## src/rtl/imem_boot_loader.sv

```systemverilog
// Framed byte-stream boot loader: assembles little-endian words into IMEM, checks an XOR
// checksum and only then releases the core.
module imem_boot_loader #(
  parameter int          ADDR_W    = 10,
  parameter int          TIMEOUT   = 100000,
  parameter logic [7:0]  SYNC_BYTE = 8'hA5
) (
  input  logic              clk_i,
  input  logic              rst_i,
  input  logic              in_valid_i,
  input  logic [7:0]        in_data_i,
  output logic              in_ready_o,
  input  logic              load_req_i,
  output logic              imem_we_o,
  output logic [ADDR_W-1:0] imem_addr_o,
  output logic [31:0]       imem_wdata_o,
  output logic              core_run_o,
  output logic              busy_o,
  output logic              error_o,
  output logic [1:0]        err_code_o,
  output logic [ADDR_W:0]   words_loaded_o
);

  localparam int         TW        = $clog2(TIMEOUT + 1);
  localparam logic [16:0] MAX_WORDS = 17'(1) << ADDR_W;

  typedef enum logic [2:0] {
    S_SYNC, S_LEN0, S_LEN1, S_DATA, S_CSUM, S_DONE, S_ERROR
  } state_t;

  state_t              state_q, state_d;
  logic [7:0]          len_lo_q, len_lo_d;
  logic [ADDR_W:0]     len_q, len_d;
  logic [ADDR_W:0]     wl_q, wl_d;
  logic [1:0]          bidx_q, bidx_d;
  logic [23:0]         buf_q, buf_d;
  logic [7:0]          csum_q, csum_d;
  logic [TW-1:0]       tmr_q, tmr_d;
  logic [1:0]          err_code_q, err_code_d;
  logic                we_q, we_d;
  logic [ADDR_W-1:0]   addr_q, addr_d;
  logic [31:0]         wdata_q, wdata_d;
  logic                accept;
  logic                active;
  logic [16:0]         n_len;

  always_ff @(posedge clk_i or posedge rst_i) begin
    if (rst_i) begin
      state_q    <= S_SYNC;
      len_lo_q   <= '0;
      len_q      <= '0;
      wl_q       <= '0;
      bidx_q     <= '0;
      buf_q      <= '0;
      csum_q     <= '0;
      tmr_q      <= '0;
      err_code_q <= '0;
      we_q       <= 1'b0;
      addr_q     <= '0;
      wdata_q    <= '0;
    end else begin
      state_q    <= state_d;
      len_lo_q   <= len_lo_d;
      len_q      <= len_d;
      wl_q       <= wl_d;
      bidx_q     <= bidx_d;
      buf_q      <= buf_d;
      csum_q     <= csum_d;
      tmr_q      <= tmr_d;
      err_code_q <= err_code_d;
      we_q       <= we_d;
      addr_q     <= addr_d;
      wdata_q    <= wdata_d;
    end
  end

  assign in_ready_o = (state_q != S_DONE) && (state_q != S_ERROR);
  assign active     = (state_q == S_LEN0) || (state_q == S_LEN1) ||
                      (state_q == S_DATA) || (state_q == S_CSUM);
  assign accept     = in_valid_i && in_ready_o;
  assign n_len      = {1'b0, in_data_i, len_lo_q};

  always_comb begin
    state_d    = state_q;
    len_lo_d   = len_lo_q;
    len_d      = len_q;
    wl_d       = wl_q;
    bidx_d     = bidx_q;
    buf_d      = buf_q;
    csum_d     = csum_q;
    err_code_d = err_code_q;
    we_d       = 1'b0;
    addr_d     = addr_q;
    wdata_d    = wdata_q;

    // Idle timer reloads on every accepted byte and counts down to terminal count zero.
    if (accept)            tmr_d = TW'(TIMEOUT - 1);
    else if (tmr_q != '0)  tmr_d = tmr_q - 1'b1;
    else                   tmr_d = tmr_q;

    case (state_q)
      S_SYNC: if (accept && in_data_i == SYNC_BYTE) state_d = S_LEN0;
      S_LEN0: if (accept) begin
        len_lo_d = in_data_i;
        state_d  = S_LEN1;
      end
      S_LEN1: if (accept) begin
        if (n_len == '0 || n_len > MAX_WORDS) begin
          state_d    = S_ERROR;
          err_code_d = 2'd1;
        end else begin
          state_d = S_DATA;
          len_d   = n_len[ADDR_W:0];
          wl_d    = '0;
          bidx_d  = '0;
          csum_d  = '0;
        end
      end
      S_DATA: if (accept) begin
        csum_d = csum_q ^ in_data_i;
        bidx_d = bidx_q + 1'b1;
        case (bidx_q)
          2'd0: buf_d[7:0]   = in_data_i;
          2'd1: buf_d[15:8]  = in_data_i;
          2'd2: buf_d[23:16] = in_data_i;
          default: begin
            we_d    = 1'b1;
            addr_d  = wl_q[ADDR_W-1:0];
            wdata_d = {in_data_i, buf_q};
            wl_d    = wl_q + 1'b1;
            if (wl_q + 1'b1 == len_q) state_d = S_CSUM;
          end
        endcase
      end
      S_CSUM: if (accept) begin
        if (in_data_i == csum_q) state_d = S_DONE;
        else begin
          state_d    = S_ERROR;
          err_code_d = 2'd2;
        end
      end
      S_DONE, S_ERROR: if (load_req_i) begin
        state_d    = S_SYNC;
        err_code_d = 2'd0;
        wl_d       = '0;
      end
      default: state_d = S_SYNC;
    endcase

    if (active && !accept && tmr_q == '0) begin
      state_d    = S_ERROR;
      err_code_d = 2'd3;
    end
  end

  assign imem_we_o      = we_q;
  assign imem_addr_o    = addr_q;
  assign imem_wdata_o   = wdata_q;
  assign core_run_o     = (state_q == S_DONE);
  assign error_o        = (state_q == S_ERROR);
  assign busy_o         = active;
  assign err_code_o     = err_code_q;
  assign words_loaded_o = wl_q;

endmodule

```

## config.mk

```make
export PLATFORM = sky130hd
export DESIGN_NAME = imem_boot_loader
export DESIGN_NICKNAME = d
export VERILOG_FILES = /design/src/rtl/imem_boot_loader.sv
export SDC_FILE = /design/constraint.sdc
export NUM_CORES = 1
export LEC_CHECK = 0
export ABC_AREA = 1
export CAP_MARGIN = 20
export CORE_MARGIN = 2
export CORE_UTILIZATION = 50
export CTS_CLUSTER_SIZE = 24
export DETAILED_ROUTE_END_ITERATION = 7
export GPL_TIMING_DRIVEN = 0
export PLACE_DENSITY = 0.76
export SETUP_SLACK_MARGIN = 0.4
export SLEW_MARGIN = 20
export SYNTH_ARGS = -nofsm -noshare
export SYNTH_HDL_FRONTEND = slang
export SYNTH_SLANG_ARGS = --single-unit
```

## constraint.sdc

```tcl
create_clock -name clk_i -period 3.82 [get_ports clk_i]
set_input_delay 0.573 -clock clk_i [delete_from_list [all_inputs] [get_ports clk_i]]
set_output_delay 0.573 -clock clk_i [all_outputs]
set_load 0.03 [all_outputs]
```

==> out/metrics.yaml <==
yosys.area_share.simple: 0.251
first_iter_violations: 430
cts.sinks: 129
worst_pin_slew_ns: 0.444
worstPathArrival_ns: 2.28
p_per_area_mw_per_mm2: 675
yosysMostFrequentCell: "nand2_1"
syn-cell-area_mm2: 0.00601
clockBufferDepth: 2
dieHeight_um: 114
synth_area_leaders: "dfrtp_1 54%, nand2_1 14%, o21ai_0 4.7%"
critPathMaxFanout: 6
io_pins: 72
finalCritPeriodShare: 0.747
hold_buffers: 0
worstRegToRegCells: 12
placed_cell_area_mm2: 0.00701
synth_flop_cell: "dfrtp_1"
wl_mm: 14.3
required_ns: 3.25
yosysWarnings: 0
wl_per_cell_um: 14.9
yosys.cell_types.count: 40
drt_pass1_iterations: 5
async_flop_share: 1.00
reg2reg_slack_ns: 1.64
hold_depth: 2
cts_made_buffers: 17
rsz0062_at_grt: "false"
dieArea_mm2: 0.0129
insertion_delay_ns: 0.42
antennaDiodeCount: 0
grt_max_degree: 36
layout.nets: 819
syn_inst: 706
finalHoldViolations: 0
synth.mux.area_fraction: 0
leakage_nw: 3.71
synth-compound-area-share: 0.114
power_frac_comb: 0.283
place_congestion: 0.917
dp_cells: 928
start_kind: "flip-flop"
synth_seq_cells: 129
ant_nets: 0
cts-resized-gates: 0
cts_tree: "built"
netSwitchingFraction: 0.336
ys_seq_area_frac: 0.537
start_util: 0.507
first_global_vias: 5254
p_seq_frac: 0.373
vias: 5178
core_mm2: 0.0119
dp_hpwl_mm: 10.0
fin_setup_tns_ns: 0
antenna_found_initial: 0
dieWidth_um: 114
maxSlewViolCount: 0
avgSynthCellArea_um2: 8.52
finClkSkew_ns: 0.00759
drv_cap: 0
drive_above_1_share: 0.102
area_growth_pct: 27.4
drc: 0
status: "finished, final reports clean"
synth_top_family_by_area: "simple AND/OR/NAND/NOR gates"
synth_common_cells: "220 x nand2_1, 129 x dfrtp_1, 69 x inv_1, 57 x o21ai_0, 44 x nor2_1"
finalCriticalPeriod_ns: 2.85
rows: 40
clkSlewWorstSetupHoldPaths_ns: 0.06
critPathKind: "flip-flop to primary output"
cts_setup_buffers: 0
internal_power_mw: 3.43
stdcell_count: 960
hp-class: "flip-flop to flip-flop"
ir_drop_mv: 0.493
syn_nets: 725
root_buffer: "clkbuf_16"
final_area_mm2: 0.00766
slew-limit-headroom: 0.702
max_freq_mhz: 351
synth_top_cell_by_area: "dfrtp_1"
grt_pass1_wl_mm: 24.8
h-tree-depth: 4
viasPerCell: 5.39
setup_violations: 0
io_buffers: 71
synthAdderAreaFrac: 0.0146
worstSetupEndpointType: "primary output"
synth_xor_area_frac: 0.0227
yosysTopAreaCellShare: 0.537
grt_overflow: 0
track_usage: 0.243
synth_edf_count: 0
clkPwrFrac: 0.344
p_switching_mw: 1.74
-- area by class of cell --
type                    instances  area, µm²
fillers                       950       4200
flip-flops and latches        129       3230
multi-input cells             485       2420
repair buffers                 75        806
clock buffers                  19        443
inverters                      76        292
clock inverters                13        209
well taps                     147        184
plain buffers                  16       78.8
-- through the flow --
step / util / hold slack, ns / total power, mW / setup WS, ns
global route: 0.646 / 0.498 / 5.47 / 0.872
CTS: 0.646 / 0.474 / 5.20 / 0.978
detailed placement: 0.591 / 0.457 / 3.39 / 1.20
global placement: 0.583 / 0.452 / 3.31 / 0.614
finish: 0.646 / 0.471 / 5.17 / 0.968
floorplan: - / 0.442 / 2.89 / 1.65
-- cell usage in the layout, fill, tap and decap left out, drive strengths merged, types with 7 or more instances in the layout --
cell type      Yosys  final
a21oi             12     12
buf                9     13
clkbuf             7     26
clkdlybuf4s50      0     71
dfrtp            129    129
ha                 7      7
inv               76     76
nand2            229    229
nand3             45     45
nand4              8      8
nor2              51     51
nor3               9      9
o211ai             7      7
o21ai             82     82
xor2               8      8
-- flip-flops by register name, indices dropped and copies added (netlist names), 2 cells and up --
name / flops
bidx_q: 2
buf_q: 24
csum_q: 8
err_code_o: 2
imem_addr_o: 10
imem_wdata_o: 32
len_lo_q: 8
len_q: 11
state_q: 3
tmr_q: 17
words_loaded_o: 11
-- power groups by stage --
stage / logic (mW) / clock network (mW) / registers (mW)
floorplan: 0.798 / 0 / 2.09
global placement: 1.39 / 0 / 1.92
detailed placement: 1.45 / 0 / 1.94
CTS: 1.47 / 1.80 / 1.93
global route: 1.63 / 1.87 / 1.97
finish: 1.46 / 1.78 / 1.93
-- cells by family after synthesis --
kind of cell | after synthesis
AND/OR/NAND/NOR | 348
flip-flops | 129
adder cells (fa/ha/maj) | 7
XOR/XNOR | 14
AO/OA/AOI/OAI | 116
buffers and inverters | 92
-- final timing paths --
kind                              startpoint                to
setup / recovery                  state_q[1]            busy_o
max in group asynchronous              rst_i    imem_addr_o[7]
min in group asynchronous              rst_i         csum_q[6]
setup reg to reg           words_loaded_o[0]        state_q[2]
hold / removal                     buf_q[21]  imem_wdata_o[21]
hold reg to reg                    buf_q[21]  imem_wdata_o[21]
-- critical path, cell delays in order, from the launching register on --
cell and delay [ns]:
dfrtp_1 0.45, inv_2 0.07, nor2_2 0.11, nand2_1 0.06, inv_1 0.16, or2_1 0.15, inv_1 0.05, nand3_1 0.13
clkdlybuf4s50_1 0.70
-- per-layer routing --
metal  track usage  part of all wire  up-vias
met2         0.412              0.51      171
met1         0.311              0.43     2511
met3        0.0574             0.046       28
met5             0                 0        -
met4        0.0789             0.017        0
li1              -                 -     2468
No activity file was read; power rests on OpenSTA's default activity.
